### src/rtl/ldpc_ber_monitor_if.sv
// rtl/ldpc_ber_monitor_if.sv - frame handshake bundle between decoder harness and BER monitor
interface ldpc_ber_monitor_if #(
    parameter int NN = 208
);
    logic          frame_valid;
    logic          frame_ready;
    logic [NN-1:0] ref_word;
    logic [NN-1:0] dec_word;
    logic          dec_pass;

    modport master (
        output frame_valid, ref_word, dec_word, dec_pass,
        input  frame_ready
    );

    modport slave (
        input  frame_valid, ref_word, dec_word, dec_pass,
        output frame_ready
    );
endinterface

### src/rtl/ldpc_ber_monitor.sv
// rtl/ldpc_ber_monitor.sv - LDPC bit/frame error statistics monitor with chunked popcount
// Defining LDPC_BER_MAXERR_EN enables worst-frame tracking on max_bit_err.
module ldpc_ber_monitor #(
    parameter int NN    = 208,
    parameter int CHUNK = 16,
    parameter int CNT_W = 32
) (
    input  logic                     wb_clk_i,
    input  logic                     wb_rst_i,
    ldpc_ber_monitor_if.slave        frm,
    input  logic                     clr_stats,
    output logic [CNT_W-1:0]         frame_cnt,
    output logic [CNT_W-1:0]         bit_err_cnt,
    output logic [CNT_W-1:0]         frame_err_cnt,
    output logic [CNT_W-1:0]         undetected_cnt,
    output logic [$clog2(NN+1)-1:0]  last_bit_err,
    output logic [$clog2(NN+1)-1:0]  max_bit_err,
    output logic                     busy,
    output logic                     done,
    output logic                     sat
);
    localparam int NCHUNK = (NN + CHUNK - 1) / CHUNK;
    localparam int EW     = $clog2(NN + 1);
    localparam int IW     = $clog2(NCHUNK + 1);

    typedef enum logic [1:0] {IDLE, COUNT, UPDATE} state_t;

    state_t         state, state_nxt;
    logic [NN-1:0]  diff;
    logic           pass_q;
    logic [EW-1:0]  acc;
    logic [EW-1:0]  chunk_pop;
    logic [IW-1:0]  idx;
    logic           err;
    logic [CNT_W:0] fc_sum, be_sum, fe_sum, ud_sum;

    always_ff @(posedge wb_clk_i or posedge wb_rst_i) begin
        if (wb_rst_i) state <= IDLE;
        else          state <= state_nxt;
    end

    always_comb begin
        state_nxt       = state;
        frm.frame_ready = 1'b0;
        busy            = 1'b1;
        case (state)
            IDLE: begin
                frm.frame_ready = 1'b1;
                busy            = 1'b0;
                if (frm.frame_valid) state_nxt = COUNT;
            end
            COUNT:   if (idx == IW'(NCHUNK - 1)) state_nxt = UPDATE;
            UPDATE:  state_nxt = IDLE;
            default: state_nxt = IDLE;
        endcase
    end

    // Shifting with zero fill makes the final partial chunk count only real bits.
    always_comb begin
        chunk_pop = '0;
        for (int i = 0; i < CHUNK; i++) chunk_pop = chunk_pop + EW'(diff[i]);
    end

    always_ff @(posedge wb_clk_i or posedge wb_rst_i) begin
        if (wb_rst_i) begin
            diff   <= '0;
            pass_q <= 1'b0;
            acc    <= '0;
            idx    <= '0;
        end else if (state == IDLE) begin
            if (frm.frame_valid) begin
                diff   <= frm.ref_word ^ frm.dec_word;
                pass_q <= frm.dec_pass;
                acc    <= '0;
                idx    <= '0;
            end
        end else if (state == COUNT) begin
            acc  <= acc + chunk_pop;
            diff <= diff >> CHUNK;
            idx  <= idx + IW'(1);
        end
    end

    assign err = (acc != '0);

    // One extra bit on each sum exposes the overflow that drives saturation.
    always_comb begin
        fc_sum = {1'b0, frame_cnt}      + (CNT_W+1)'(1);
        be_sum = {1'b0, bit_err_cnt}    + (CNT_W+1)'(acc);
        fe_sum = {1'b0, frame_err_cnt}  + (CNT_W+1)'(err);
        ud_sum = {1'b0, undetected_cnt} + (CNT_W+1)'(err & pass_q);
    end

    always_ff @(posedge wb_clk_i or posedge wb_rst_i) begin
        if (wb_rst_i) begin
            frame_cnt      <= '0;
            bit_err_cnt    <= '0;
            frame_err_cnt  <= '0;
            undetected_cnt <= '0;
            last_bit_err   <= '0;
            sat            <= 1'b0;
        end else if (clr_stats) begin
            frame_cnt      <= '0;
            bit_err_cnt    <= '0;
            frame_err_cnt  <= '0;
            undetected_cnt <= '0;
            last_bit_err   <= '0;
            sat            <= 1'b0;
        end else if (state == UPDATE) begin
            frame_cnt      <= fc_sum[CNT_W] ? '1 : fc_sum[CNT_W-1:0];
            bit_err_cnt    <= be_sum[CNT_W] ? '1 : be_sum[CNT_W-1:0];
            frame_err_cnt  <= fe_sum[CNT_W] ? '1 : fe_sum[CNT_W-1:0];
            undetected_cnt <= ud_sum[CNT_W] ? '1 : ud_sum[CNT_W-1:0];
            last_bit_err   <= acc;
            sat            <= sat | fc_sum[CNT_W] | be_sum[CNT_W] | fe_sum[CNT_W] | ud_sum[CNT_W];
        end
    end

    always_ff @(posedge wb_clk_i or posedge wb_rst_i) begin
        if (wb_rst_i) done <= 1'b0;
        else          done <= (state == UPDATE);
    end

`ifdef LDPC_BER_MAXERR_EN
    always_ff @(posedge wb_clk_i or posedge wb_rst_i) begin
        if (wb_rst_i)                             max_bit_err <= '0;
        else if (clr_stats)                       max_bit_err <= '0;
        else if (state == UPDATE && acc > max_bit_err) max_bit_err <= acc;
    end
`else
    assign max_bit_err = '0;
`endif

endmodule
### src/flat_wrapper.sv
// flat-port wrapper written by rule: the top's interface ports become plain ports
module ldpc_ber_monitor_flat 
#(
    parameter int NN    = 208,
    parameter int CHUNK = 16,
    parameter int CNT_W = 32
)
  (wb_clk_i, wb_rst_i, clr_stats, frame_cnt, bit_err_cnt, frame_err_cnt, undetected_cnt, last_bit_err, max_bit_err, busy, done, sat, frm_frame_valid, frm_ref_word, frm_dec_word, frm_dec_pass, frm_frame_ready);
  ldpc_ber_monitor_if #(.NN(NN)) frm_i ();
  input  logic wb_clk_i;
  input  logic wb_rst_i;
  input  logic clr_stats;
  output logic [CNT_W-1:0] frame_cnt;
  output logic [CNT_W-1:0] bit_err_cnt;
  output logic [CNT_W-1:0] frame_err_cnt;
  output logic [CNT_W-1:0] undetected_cnt;
  output logic [$clog2(NN+1)-1:0] last_bit_err;
  output logic [$clog2(NN+1)-1:0] max_bit_err;
  output logic busy;
  output logic done;
  output logic sat;
  input wire logic [$bits(frm_i.frame_valid)-1:0] frm_frame_valid;
  input wire logic [$bits(frm_i.ref_word)-1:0] frm_ref_word;
  input wire logic [$bits(frm_i.dec_word)-1:0] frm_dec_word;
  input wire logic [$bits(frm_i.dec_pass)-1:0] frm_dec_pass;
  output wire logic [$bits(frm_i.frame_ready)-1:0] frm_frame_ready;
  assign frm_i.frame_valid = frm_frame_valid;
  assign frm_i.ref_word = frm_ref_word;
  assign frm_i.dec_word = frm_dec_word;
  assign frm_i.dec_pass = frm_dec_pass;
  assign frm_frame_ready = frm_i.frame_ready;
  ldpc_ber_monitor #(.NN(NN), .CHUNK(CHUNK), .CNT_W(CNT_W)) u_core (.wb_clk_i(wb_clk_i), .wb_rst_i(wb_rst_i), .frm(frm_i), .clr_stats(clr_stats), .frame_cnt(frame_cnt), .bit_err_cnt(bit_err_cnt), .frame_err_cnt(frame_err_cnt), .undetected_cnt(undetected_cnt), .last_bit_err(last_bit_err), .max_bit_err(max_bit_err), .busy(busy), .done(done), .sat(sat));
endmodule
### config.mk
export PLATFORM = sky130hd
export DESIGN_NAME = ldpc_ber_monitor_flat
export DESIGN_NICKNAME = d
export VERILOG_FILES = /design/src/rtl/ldpc_ber_monitor_if.sv /design/src/rtl/ldpc_ber_monitor.sv /design/src/flat_wrapper.sv
export SDC_FILE = /design/constraint.sdc
export NUM_CORES = 1
export LEC_CHECK = 0
export ABC_AREA = 1
export BUFFER_PORTS_ARGS = -buffer_cell sky130_fd_sc_hd__buf_4
export CORE_AREA = 2 2 222 224
export DETAILED_ROUTE_END_ITERATION = 7
export DIE_AREA = 0 0 224 226
export PLACE_DENSITY = 0.84
export SLEW_MARGIN = 5
export SYNTH_ARGS = -nofsm -noshare
export SYNTH_HDL_FRONTEND = slang
export SYNTH_SLANG_ARGS = --single-unit
### constraint.sdc
create_clock -name wb_clk_i -period 11.45 [get_ports wb_clk_i]
set_input_delay 1.145 -clock wb_clk_i [delete_from_list [all_inputs] [get_ports wb_clk_i]]
set_output_delay 1.145 -clock wb_clk_i [all_outputs]
set_load 0.02 [all_outputs]
==> reports/metrics.csv <==
metric,value,unit
status,"complete, no violations",
worst-skew pair later-pin latency,0.58,ns
number of I/O pins,569,
routability cong.,0.965,
Switching Power,2.29,mW
sequential share of the synthesized area,41.0,%
Tmin final,4.15,ns
Die Ht,226,um
CTS resizes,0,
clk root buf,clkbuf_16,
slowest CP cell,fa_1,
overall die area,50600,um^2
CTS Buf Count,43,
crit start category,flop,
switch share,40.6,%
"most common cell after layout, fill and taps aside",o21ai_0,
Max-cap violations,0,
RSZ-0062 raised after global routing,false,
WL final,75.2,mm
# Post-CTS Setup Buffers,0,
Initial Utilization,45.5,%
CTS sink count,361,
Max stage delay on crit path,0.54,ns
clock network power share,25.0,%
Gate power share,43.2,%
Int Power,3.35,mW
port bufs,560,
via count,21918,
1st-pass router iterations,6,
Max Slew Vio Count,0,
final clock skew,0.0256,ns
number of vias per cell,5.35,
initial antenna violation count,17,
Flop pwr share,31.8,%
Slew HR,26.5,%
library cells used by synthesis,39,
dpl cells,4005,
DR DRC count,0,
setup TNS,0,ns
Pwr Total,5.64,mW
FILL cells,4419,
CTS tree,yes,
Final Hold Viols,0,
Rows,81,
Synth Instances,2940,
final design utilization,57.9,%
CP dominant cell by count,fa_1,
Ys Warns,0,
total gr overflow,0,
Slew @ Worst Pin,1.10,ns
Min-Delay Path Class,flop to flop,
worst-path fanout max,3,
die width,224,um
#FFs+latches synth,361,
Non-Filler Instances,4096,
Mean Syn Cell Area,7.49,um^2
VDD IR max,0.297,mV
largest cells by area after synthesis,"dfrtp_1 41%, o21ai_0 15%, nand2_1 10%, xor2_1 8.9%, inv_1 6.7%",
Post-CTS Hold Buffers,0,
Area after DPL,26500,um^2
Routed Antenna Nets,0,
most frequent cells in the layout,"645 x o21ai_0, 605 x nand2_1, 571 x buf_4",
"area leader, netlist",dfrtp_1,
Setup Viol. Count Final,0,
largest net degree at the start of global routing,122,
DRT iter0 DRCs,2138,
"delay-heaviest family, CP",adder cells,
Placeable Area,48300,um^2
Area Overhead vs Synth,27.2,%
vias in the first global route,20559,
first-pass GRT wire length,114,mm
clk buf depth,3,
Mapped Area,22000,um^2
Power Dens Cells,201,nW/um^2
CP Capture Type,flop,
WP buf/inv,3,
leakage power,13.7,nW
worst path required time,11.93,ns
NumNets Final,3891,
Worst EP arrival,4.62,ns
"Clk pin slew, worst setup/hold paths",0.06,ns
post-DP HPWL,55.6,mm
sequence of cells on the critical path,ha_1 > inv_1 > fa_1 > fa_1 > fa_1 > fa_1 > inv_1 > ha_1 > fa_1 > nand3_1 > nand3_1 > nand2_1 > nand2_1 > a21oi_1 > nor2_1 > o21ai_0 > inv_1,
All-Layer GR Usage,29.0,%
Finished Cell Area,28000,um^2
fraction of synthesized cell area taken by the top area cell type,41.0,%
post-route clock period utilization,36.2,%
kind of critical path,flop to flop,
Avg WL per Cell,18.4,um
H-tree Lvls,2,
max frequency,241,MHz
layout cells sized above 1,20.1,%
cells in the mapped netlist:
library cell	instances
buf_6	2
nand2_2	6
nand3b_1	11
o21ai_0	645
nand3_1	135
nand3_2	4
nor2_2	9
a21o_1	3
fa_1	12
conb_1	1
xor2_1	225
or2_2	9
nor2_4	7
a21boi_0	1
nor3b_1	1
o22ai_1	17
o21bai_1	2
a31oi_1	1
xnor2_1	17
a21oi_1	18
a22o_1	1
nor2_1	148
ha_1	30
nand4_1	34
and3_1	1
dfrtp_1	361
nor4_1	2
o211ai_1	1
clkbuf_1	78
buf_4	13
nor3_1	35
nor3_2	8
nand2_1	605
inv_1	393
buf_2	42
o21ai_1	55
inv_2	4
and2_1	1
or2_0	2
final timing paths:
check	from	to	slack, ns	depth (start not counted)
worst max-delay path	u_core.diff[0]	u_core.acc[6]	7.31	17
worst min-delay path	u_core.last_bit_err[4]	u_core.last_bit_err[4]	0.50	2
min in group asynchronous	wb_rst_i	u_core.bit_err_cnt[10]	0.67	2
worst max register to register	u_core.diff[0]	u_core.acc[6]	7.31	17
worst min register to register	u_core.last_bit_err[4]	u_core.last_bit_err[4]	0.50	2
max in group asynchronous	wb_rst_i	u_core.diff[156]	8.46	4
metrics by stage:
step	hold slack (ns)	setup WS [ns]
CTS	0.505	7.32
global placement	0.470	7.36
finish	0.497	7.31
floorplan	0.442	0.286
detailed placement	0.491	7.33
global route	0.525	7.13
cells by family (layout without fill, tap and decap cells):
family          count (synthesis)  count (layout)  share of synthesized area [%]
compound gates                744             744                           17.1
xor+xnor                      242             242                           9.63
fa+ha+maj                      42              42                           2.80
buf+inv                       532            1048                           9.60
flops                         361             361                           41.0
other cells                     1              19                         0.0170
simple gates                 1018            1018                           19.8
layer usage:
metal  share of wire [%]  global-route usage, %  up-vias
met4                 3.4                   9.83       14
met3                 9.1                   6.99      150
met1                  39                   37.1    10298
li1                    -                      -    10446
met2                  48                   48.3     1010
met5                0.11                      0        -
worst reg2reg max path, stage by stage, from the launching register on:
cell and delay, ns:
dfrtp_1 0.39, ha_1 0.30, inv_1 0.07, fa_1 0.43, fa_1 0.54, fa_1 0.43, fa_1 0.49, inv_1 0.04
ha_1 0.20, fa_1 0.41, nand3_1 0.09, nand3_1 0.09, nand2_1 0.09, nand2_1 0.05, a21oi_1 0.12, nor2_1 0.06
o21ai_0 0.17, inv_1 0.05
sequential cells by signal, indices dropped and copies added, names as in the netlist, 4 cells and up:
register,flops
u_core.acc,8
u_core.bit_err_cnt,32
u_core.diff,208
u_core.frame_cnt,32
u_core.frame_err_cnt,32
u_core.idx,4
u_core.last_bit_err,8
u_core.undetected_cnt,32
power by group through the flow:
stage,Combinational [mW],Clock [mW],Sequential (mW)
global route,2.82,1.48,1.82
CTS,2.41,1.43,1.79
global placement,2.27,0,1.79
floorplan,1.73,0,1.78
finish,2.43,1.41,1.79
detailed placement,2.39,0,1.81
layout make-up:
| cell class | instances | area, um^2 | share of cell area (%) |
|---|---|---|---|
| multi-input cells | 2054 | 10900 | 39.0 |
| flip-flops and latches | 361 | 9030 | 32.3 |
| repair buffers | 571 | 4290 | 15.3 |
| inverters | 397 | 1510 | 5.40 |
| clock buffers | 57 | 1200 | 4.28 |
| well taps | 622 | 778 | 2.78 |
| clock inverters | 23 | 244 | 0.871 |
| diodes | 11 | 27.5 | 0.0983 |
No activity file was read; power rests on OpenSTA's default activity.
